==> src/rtl/init_seq_pkg.sv <==
// Shared definitions for the init sequencer: state encodings (also used as
// the state_dbg value), default timing constants for the top level and its
// benches, and a terminal-count helper.
package init_seq_pkg;

  // state_dbg encodings; any other value is treated as S_WAIT_LOCK
  localparam logic [2:0] S_WAIT_LOCK = 3'd0;
  localparam logic [2:0] S_PWRUP     = 3'd1;
  localparam logic [2:0] S_SUB_RST   = 3'd2;
  localparam logic [2:0] S_START     = 3'd3;
  localparam logic [2:0] S_WAIT_DONE = 3'd4;
  localparam logic [2:0] S_READY     = 3'd5;
  localparam logic [2:0] S_FAIL      = 3'd6;

  localparam logic [23:0] PWRUP_DELAY_DEF    = 24'd1_000_000;
  localparam logic [7:0]  SUB_RST_CYCLES_DEF = 8'd16;
  localparam logic [27:0] INIT_TIMEOUT_DEF   = 28'd100_000_000;
  localparam logic [2:0]  MAX_RETRIES_DEF    = 3'd3;
  localparam logic [23:0] HB_DIV_DEF         = 24'd12_500_000;

  // The shared counter starts at 0 on state entry, so a phase of n cycles
  // ends when the counter shows n-1.
  function automatic logic [27:0] term_count(input logic [27:0] n);
    return n - 28'd1;
  endfunction

endpackage

==> src/rtl/init_sequencer_if.sv <==
// Handshake between the init sequencer and the downstream init controller.
//   init_rst_n : active-low reset to the init controller
//   init_start : one-cycle start pulse
//   init_done  : sticky done level, cleared only by init_rst_n
// master = sequencer side, slave = init controller side.
interface init_sequencer_if;
  logic init_rst_n;
  logic init_start;
  logic init_done;

  modport master (output init_rst_n, output init_start, input init_done);
  modport slave  (input init_rst_n, input init_start, output init_done);
endinterface

==> src/rtl/sync_2ff.sv <==
// 1-bit two-flop synchronizer for asynchronous status inputs.
//   clk   : destination clock
//   reset : synchronous active-low reset, both flops clear to 0
//   d     : asynchronous input
//   q     : synchronized output (2 cycles of latency)
module sync_2ff (
  input  logic clk,
  input  logic reset,
  input  logic d,
  output logic q
);

  logic meta;

  always_ff @(posedge clk) begin
    if (!reset) begin
      meta <= 1'b0;
      q    <= 1'b0;
    end else begin
      meta <= d;
      q    <= meta;
    end
  end

endmodule

==> src/rtl/init_sequencer.sv <==
// Power-on / retry sequencer in front of the system init controller.
// Waits for PLL lock and a settling delay, holds the init controller in
// reset, pulses start, supervises done against a timeout, and retries a
// bounded number of times before declaring failure.
//
// Ports:
//   clk        : system clock
//   reset      : synchronous active-low reset
//   pll_locked : asynchronous PLL lock (synchronized internally)
//   init_if    : master side of the init controller handshake
//   sys_ready  : system initialized and PLL locked
//   init_fail  : sticky, all attempts exhausted
//   attempt    : attempts started, saturating at MAX_RETRIES+1
//   state_dbg  : current state encoding
//   heartbeat  : status blink, present only with INIT_SEQ_HEARTBEAT_EN
//
// Optional feature macro: INIT_SEQ_HEARTBEAT_EN
//
// state       | meaning
// S_WAIT_LOCK | waiting for synchronized PLL lock, controller held in reset
// S_PWRUP     | rail settling delay after lock
// S_SUB_RST   | controller reset held low before an attempt
// S_START     | start pulse cycle
// S_WAIT_DONE | waiting for done, timeout running
// S_READY     | system initialized
// S_FAIL      | all attempts exhausted, terminal until reset
//
// Outputs are registered from the current state, so each lags the state
// by one cycle; lock_s gates them so lock loss drops them without waiting
// for the state change.
module init_sequencer
  import init_seq_pkg::*;
#(
  parameter logic [23:0] PWRUP_DELAY    = PWRUP_DELAY_DEF,
  parameter logic [7:0]  SUB_RST_CYCLES = SUB_RST_CYCLES_DEF,
  parameter logic [27:0] INIT_TIMEOUT   = INIT_TIMEOUT_DEF,
  parameter logic [2:0]  MAX_RETRIES    = MAX_RETRIES_DEF
`ifdef INIT_SEQ_HEARTBEAT_EN
  ,
  parameter logic [23:0] HB_DIV         = HB_DIV_DEF
`endif
) (
  input  logic             clk,
  input  logic             reset,
  input  logic             pll_locked,
  init_sequencer_if.master init_if,
  output logic             sys_ready,
  output logic             init_fail,
  output logic [2:0]       attempt,
  output logic [2:0]       state_dbg
`ifdef INIT_SEQ_HEARTBEAT_EN
  ,
  output logic             heartbeat
`endif
);

  localparam logic [27:0] PWRUP_TC = term_count(28'(PWRUP_DELAY));
  localparam logic [27:0] SUB_TC   = term_count(28'(SUB_RST_CYCLES));
  localparam logic [27:0] TO_TC    = term_count(INIT_TIMEOUT);

  logic        lock_s;
  logic [2:0]  state;
  logic [2:0]  state_nxt;
  logic [27:0] cnt;
  logic        init_rst_n_q;
  logic        init_start_q;

  sync_2ff u_lock_sync (
    .clk   (clk),
    .reset (reset),
    .d     (pll_locked),
    .q     (lock_s)
  );

  always_comb begin
    state_nxt = state;
    if (!lock_s && state != S_FAIL) begin
      state_nxt = S_WAIT_LOCK;
    end else begin
      case (state)
        S_WAIT_LOCK: state_nxt = S_PWRUP;
        S_PWRUP:     if (cnt == PWRUP_TC) state_nxt = S_SUB_RST;
        S_SUB_RST:   if (cnt == SUB_TC) state_nxt = S_START;
        S_START:     state_nxt = S_WAIT_DONE;
        S_WAIT_DONE: begin
          // done takes priority over a timeout in the same cycle
          if (init_if.init_done) begin
            state_nxt = S_READY;
          end else if (cnt == TO_TC) begin
            state_nxt = (attempt <= MAX_RETRIES) ? S_SUB_RST : S_FAIL;
          end
        end
        S_READY:     state_nxt = S_READY;
        S_FAIL:      state_nxt = S_FAIL;
        default:     state_nxt = S_WAIT_LOCK;
      endcase
    end
  end

  always_ff @(posedge clk) begin
    if (!reset) begin
      state        <= S_WAIT_LOCK;
      cnt          <= '0;
      attempt      <= '0;
      init_rst_n_q <= 1'b0;
      init_start_q <= 1'b0;
      sys_ready    <= 1'b0;
      init_fail    <= 1'b0;
    end else begin
      state <= state_nxt;

      // counter only runs in timed states, so idle states never wrap it
      if (state_nxt != state) begin
        cnt <= '0;
      end else if (state == S_PWRUP || state == S_SUB_RST || state == S_WAIT_DONE) begin
        cnt <= cnt + 28'd1;
      end

      if (!lock_s && state != S_FAIL) begin
        attempt <= '0;
      end else if (state_nxt == S_SUB_RST && state != S_SUB_RST) begin
        if (attempt <= MAX_RETRIES) attempt <= attempt + 3'd1;
      end

      init_start_q <= lock_s && (state == S_START);
      init_rst_n_q <= lock_s && (state == S_START || state == S_WAIT_DONE ||
                                 state == S_READY);
      sys_ready    <= lock_s && (state == S_READY);
      if (state == S_FAIL) init_fail <= 1'b1;
    end
  end

  assign init_if.init_rst_n = init_rst_n_q;
  assign init_if.init_start = init_start_q;
  assign state_dbg          = state;

`ifdef INIT_SEQ_HEARTBEAT_EN
  logic [23:0] hb_cnt;
  logic [23:0] hb_tc;
  logic        hb_run;

  // slow blink when ready, fast blink while sequencing, steady otherwise
  always_comb begin
    hb_run = 1'b1;
    hb_tc  = HB_DIV - 24'd1;
    case (state)
      S_READY:             hb_tc  = HB_DIV - 24'd1;
      S_WAIT_LOCK, S_FAIL: hb_run = 1'b0;
      default:             hb_tc  = (HB_DIV >> 3) - 24'd1;
    endcase
  end

  always_ff @(posedge clk) begin
    if (!reset) begin
      hb_cnt    <= '0;
      heartbeat <= 1'b0;
    end else if (!hb_run) begin
      hb_cnt    <= '0;
      heartbeat <= (state == S_FAIL);
    end else if (hb_cnt >= hb_tc) begin
      hb_cnt    <= '0;
      heartbeat <= ~heartbeat;
    end else begin
      hb_cnt    <= hb_cnt + 24'd1;
    end
  end
`endif

endmodule

==> src/flat_wrapper.sv <==
// flat-port wrapper written by rule: the top's interface ports become plain ports
module init_sequencer_flat import init_seq_pkg::*;
#(
  parameter logic [23:0] PWRUP_DELAY    = PWRUP_DELAY_DEF,
  parameter logic [7:0]  SUB_RST_CYCLES = SUB_RST_CYCLES_DEF,
  parameter logic [27:0] INIT_TIMEOUT   = INIT_TIMEOUT_DEF,
  parameter logic [2:0]  MAX_RETRIES    = MAX_RETRIES_DEF

)
  (clk, reset, pll_locked, sys_ready, init_fail, attempt, state_dbg, init_if_init_rst_n, init_if_init_start, init_if_init_done);
  init_sequencer_if init_if_i ();
  input  logic clk;
  input  logic reset;
  input  logic pll_locked;
  output logic sys_ready;
  output logic init_fail;
  output logic [2:0] attempt;
  output logic [2:0] state_dbg;
  output wire logic [$bits(init_if_i.init_rst_n)-1:0] init_if_init_rst_n;
  output wire logic [$bits(init_if_i.init_start)-1:0] init_if_init_start;
  input wire logic [$bits(init_if_i.init_done)-1:0] init_if_init_done;
  assign init_if_init_rst_n = init_if_i.init_rst_n;
  assign init_if_init_start = init_if_i.init_start;
  assign init_if_i.init_done = init_if_init_done;
  init_sequencer #(.PWRUP_DELAY(PWRUP_DELAY), .SUB_RST_CYCLES(SUB_RST_CYCLES), .INIT_TIMEOUT(INIT_TIMEOUT), .MAX_RETRIES(MAX_RETRIES)) u_core (.clk(clk), .reset(reset), .pll_locked(pll_locked), .init_if(init_if_i), .sys_ready(sys_ready), .init_fail(init_fail), .attempt(attempt), .state_dbg(state_dbg));
endmodule
==> config.mk <==
export PLATFORM = sky130hd
export DESIGN_NAME = init_sequencer_flat
export DESIGN_NICKNAME = d
export VERILOG_FILES = /design/src/rtl/init_seq_pkg.sv /design/src/rtl/init_sequencer_if.sv /design/src/rtl/sync_2ff.sv /design/src/rtl/init_sequencer.sv /design/src/flat_wrapper.sv
export SDC_FILE = /design/constraint.sdc
export NUM_CORES = 1
export LEC_CHECK = 0
export CELL_PAD_IN_SITES_DETAIL_PLACEMENT = 1
export CELL_PAD_IN_SITES_GLOBAL_PLACEMENT = 1
export CORE_ASPECT_RATIO = 0.8
export CORE_UTILIZATION = 47
export DETAILED_ROUTE_END_ITERATION = 8
export PLACE_DENSITY = 0.93
export SETUP_SLACK_MARGIN = 0.5
export SLEW_MARGIN = 30
export SYNTH_ARGS = -nofsm -noshare
export SYNTH_HDL_FRONTEND = slang
export SYNTH_SLANG_ARGS = --single-unit
==> constraint.sdc <==
create_clock -name clk -period 4.9 [get_ports clk]
set_input_delay 0.49 -clock clk [delete_from_list [all_inputs] [get_ports clk]]
set_output_delay 0.49 -clock clk [all_outputs]
set_load 0.1 [all_outputs]
Word-level counts from Yosys, hierarchy flattened
Index checks and enable logic that the tools add are counted.
- register bits: 40
- bits in latches: 0
- RAM bits: 0
- bits in read-only memories: 0
- input port bits: 4
- output and inout bits: 10
- logic and storage cells: 47
- memories: 0
- add/subtract/negate cells: 2
- $mul: 0
- divide/modulo/power cells: 0
- magnitude comparators: 1
- eq/ne operators: 13
- shift operators: 0
- muxes and demuxes: 7
- bitwise operators: 1
- reduce and logical (&&, ||, !) cells: 14
- operator list (operator ; count):
    $add 28x1->28 const B ; 1
    $eq 28x20->1 const B ; 1
    $eq 28x27->1 const B ; 1
    $eq 28x4->1 const B ; 1
    $pmux 3 s7 ; 1
    $mux 3 ; 6
    $eq 3x2->1 const B ; 3
    $eq 3x3->1 const B ; 3
    $logic_and 1x1->1 ; 5
    $logic_or 1x1->1 ; 4
    $reduce_or 2->1 ; 2
    $add 3x1->3 const B ; 1
    $eq 3x1->1 const B ; 1
    $le 3x2->1 const B ; 1
    $logic_not 3->1 ; 1
    $ne 3x2->1 const B ; 1
    $ne 3x3->1 ; 1
    $ne 3x3->1 const B ; 1
    $reduce_and 2->1 ; 1
    $logic_not 1->1 ; 1
    $not 1->1 ; 1

Logic depth before layout (Yosys ltp)
- depth in word-level cells: 9
- gate-level depth with buffers: 8

Modules after synthesis
Synthesis repeated with hierarchy kept, for this count alone.
- cell total of the unflattened synthesis: 230
- area, all modules: 2020.7 um^2
- by module, submodules not included (module ; instances ; cells an instance ; area an instance (um^2) ; seq. area each (um^2)):
    init_sequencer ; 1 ; 226 ; 1968.1 ; 760.7
    sync_2ff ; 1 ; 4 ; 52.6 ; 40.0

Least setup slack after synthesis
No wires, ideal clock.
- path kind: register to register
- start point: register u_core.state[1] (netlist: u_core.state_dbg[1])
- end point: register u_core.cnt[27]
- library setup time: 114 ps
- arrival: 2442 ps
- data required time: 4786 ps
- path slack: 2344 ps
- stages on the path, launching flop included: 7
- buffers on the path: 1
- clock period less this slack: 2556 ps
- cells stage by stage: dfxtp_1 clkbuf_1 o2111ai_1 nor4_1 nand4_1 xor2_1 nor2_1
- cells in the longest elaborated chain, start to end: 6
- elaborated cells on any way between the ends: 19
- those cells by class: 8 x eq/ne; 6 x mux; 5 x reduce/logical
- RTL lines (item ; RTL line ; source):
    start, declared ; init_sequencer.sv:62 ; logic [2:0] state;
    start signal, assigned ; init_sequencer.sv:110 ; state <= state_nxt;
    $mux 3 ; init_sequencer.sv:89 ; end else if (cnt == TO_TC) begin
    $mux 3 ; init_sequencer.sv:87 ; if (init_if.init_done) begin
    $pmux 3 s7 ; init_sequencer.sv:80 ; case (state)
    $mux 3 ; init_sequencer.sv:77 ; if (!lock_s && state != S_FAIL) begin
    $ne 3x3->1 ; init_sequencer.sv:113 ; if (state_nxt != state) begin
    $reduce_or 2->1 (no line) ; - ;
    end signal, assigned ; init_sequencer.sv:116 ; cnt <= cnt + 28'd1;
    end, declared ; init_sequencer.sv:64 ; logic [27:0] cnt;
Several ways; a longest one is shown, not always the timed one.
A chain may end at the register's enable or synchronous reset.

Worst setup path in the final report
- start point: register u_core.cnt[0]
- end point: register u_core.cnt[23]
- cells in the longest elaborated chain, start to end: 7
- elaborated cells on any way between the ends: 12
- those cells by class: 1 x add/sub; 4 x eq/ne; 6 x mux; 1 x reduce/logical
- RTL lines (item ; RTL line):
    $eq 28x27->1 ; init_sequencer.sv:89
    $mux 3 ; init_sequencer.sv:89
    $mux 3 ; init_sequencer.sv:87
    $pmux 3 s7 ; init_sequencer.sv:80
    $mux 3 ; init_sequencer.sv:77
    $ne 3x3->1 ; init_sequencer.sv:113
    $reduce_or 2->1 (no line) ; -
Several ways; a longest one is shown, not always the timed one.

==> results.sh <==
export IMPL_status="complete, no violations"
export IMPL_synth_edf_count=0
export IMPL_yosys_top_cells_count="nor2_1, dfxtp_1, nand2_1"
export IMPL_grt_ovfl_total=0
export IMPL_finalInstanceArea_um2=2260
export IMPL_hpwl_um=3570
export IMPL_final_nets=258
export IMPL_postCtsSetupBuffers=0
export IMPL_initial_utilization=0.509
export IMPL_async_flop_share=0
export IMPL_die_x_um=74.9
export IMPL_grt_pass1_wl_um=8530
export IMPL_diodes=0
export IMPL_synth_cell_types=40
export IMPL_placed_cells=299
export IMPL_clk_pin_slew_ns=0.08
export IMPL_synthesis_nets=246
export IMPL_power_density_nw_per_um2=270
export IMPL_critPathMaxFanout=28
export IMPL_setup_viol=0
export IMPL_hp_class="reg -> reg"
export IMPL_synth_top_cell_area_share=0.401
export IMPL_tightest_slew_ns=0.985
export IMPL_leakagePower_nw=0.722
export IMPL_r2r_cells=7
export IMPL_top_layer="met4"
export IMPL_first_global_vias=1859
export IMPL_cts_path_max_buffers=2
export IMPL_drt_met1_wl_um=2260
export IMPL_cap_viol_max_count=0
export IMPL_crit_arrival_ns=2.85
export IMPL_dr_wl_met2_um=2330
export IMPL_vias_per_cell=5.72
export IMPL_cts_buffers=5
export IMPL_synth_most_common_cell="nor2_1"
export IMPL_clk_latency_ns=0.30
export IMPL_grt_max_degree=29
export IMPL_gp_congestion=0.914
export IMPL_wl_met3_um=266
export IMPL_place_area_um2=2150
export IMPL_root_buffer="clkbuf_8"
export IMPL_max_vdd_ir_drop_mv=0.153
export IMPL_cts_max_level=2
export IMPL_die_y_um=60.3
export IMPL_slew_headroom=0.341
export IMPL_dieArea_um2=4520
export IMPL_end_kind="register"
export IMPL_cts_tree="done"
export IMPL_cts_sinks=40
export IMPL_crit_start="u_core.cnt[0]"
export IMPL_crit_path_start_kind="register"
export IMPL_yosys_top_cells_area="dfxtp_1, nor2_1, xnor2_1"
export IMPL_grt_antenna_before_repair=0
export IMPL_finalCriticalPeriod_ns=2.69
export IMPL_worstSetupPathType="reg -> reg"
export IMPL_whs_path_depth=1
export IMPL_fin_setup_tns_ns=0
export IMPL_hp_start="u_core.u_lock_sync.meta"
export IMPL_hold_viol=0
export IMPL_core_um2=3930
export IMPL_dp_worst_setup_slack_ns=2.02
export IMPL_drc_errors=0
export IMPL_fin_ws_ns=2.21
export IMPL_rsz0062_at_grt="false"
export IMPL_skew_ns=0.00784
export IMPL_slew_violations=0
export IMPL_netlist_instances=239
export IMPL_fin_hold_ws_ns=0.447
export IMPL_drt_initial_drc_count=101
export IMPL_yosysSeqAreaShare=0.401
export IMPL_period_share=0.549
export IMPL_syn_avg_cell_area_um2=8.36
export IMPL_grtUsageTotal=0.258
export IMPL_clock_fmax_mhz=371
export IMPL_drt_wirelength_per_cell_um=16.1
export IMPL_io_pins=14
export IMPL_regToRegSetupSlack_ns=2.21
export IMPL_synth_area_um2=2000
export IMPL_io_buffer_count=13
export IMPL_yosysWarnings=0
export IMPL_ys_ff_latch=40
export IMPL_finalWirelength_um=4930
export IMPL_cts_resized=0
export IMPL_reg2reg_from="u_core.cnt[0]"
export IMPL_rows=20
export IMPL_layout_area_overhead_vs_synth_pct=13.3
export IMPL_synth_ff_type="dfxtp_1"
export IMPL_vias=1757
export IMPL_stdcell_count=307
export IMPL_detail_route_antenna_nets=0
export IMPL_yosys_area_top_type="dfxtp_1"
export IMPL_worstPathRequired_ns=5.06
export IMPL_final_layout_size_suffix_gt1_frac=0.0595
export IMPL_first_pass_iters=4
export IMPL_cts_hold_buffers_added=0
cell families (layout without fill, tap and decap cells):
group           after synthesis  in the layout  share of synthesized area
compound gates               28             28                      0.103
xor+xnor                     28             28                      0.123
fa+ha+maj                     3              3                     0.0188
buf+inv                      16             29                     0.0382
flops                        40             40                      0.401
mux                           1              1                    0.00501
simple gates                123            123                      0.312
flip-flops by register name (all words and copies together) (netlist names):
register,count
u_core.attempt,3
u_core.sys_ready,1
u_core.u_lock_sync.q,1
u_core.init_fail,1
u_core.init_if.init_rst_n,1
u_core.init_if.init_start,1
u_core.cnt,28
u_core.u_lock_sync.meta,1
u_core.state_dbg,3
where the power goes:
| group | internal (mW) | leakage [nW] | switching [mW] |
|---|---|---|---|
| clock network | 0.151 | 0.0552 | 0.115 |
| registers | 0.326 | 0.323 | 0.00173 |
| logic | 0.00610 | 0.345 | 0.0119 |
placed cells by master (no fill, tap or decap), types with 2 or more instances in the layout:
cell,n
o21ai_0,5
clkbuf_8,5
xor2_1,13
o21a_1,4
clkdlybuf4s50_1,13
o211ai_1,2
and3_1,4
nand2_1,16
xnor2_1,15
nand2b_1,2
or4_1,2
o31a_1,2
and4_1,2
and2_1,5
nor3_1,8
nand3_1,11
o31ai_1,4
a21oi_1,6
dfxtp_1,40
nor4_1,7
ha_1,3
inv_1,8
nor2_1,42
nand4_1,9
nor2b_1,2
or2_2,3
or3_1,3
metal layers:
| metal | vias up | global-route usage |
|---|---|---|
| li1 | 854 | - |
| met2 | 36 | 0.431 |
| met3 | 11 | 0.0523 |
| met5 | - | 0 |
| met1 | 856 | 0.323 |
| met4 | 0 | 0.116 |
worst max-delay path, stage by stage, from the launching register on:
cell and delay, ns:
dfxtp_1 0.36, ha_1 0.19, and3_1 0.22, nand4_1 0.20
or4_4 0.57, o21a_1 0.21, o2111ai_4 0.65, nor2_1 0.13
path summary, 6_finish.rpt:
check,end
min,u_core.u_lock_sync.q
max reg2reg,u_core.cnt[23]
min reg2reg,u_core.u_lock_sync.q
max,u_core.cnt[23]
through the flow:
stage / power, mW / utilization
after floorplan: 0.349 / -
after global placement: 0.353 / 0.547
after detailed placement: 0.353 / 0.547
after CTS: 0.615 / 0.575
after global routing: 0.631 / 0.576
final: 0.612 / 0.576
area by class of cell:
class	count	area (µm²)
inverters	8	30.0
clock inverters	2	35.0
flip-flops and latches	40	801
repair buffers	13	130
clock buffers	6	72.6
well taps	55	68.8
multi-input cells	183	1130
fillers	488	1660
Power figures use the tool's default switching activity.
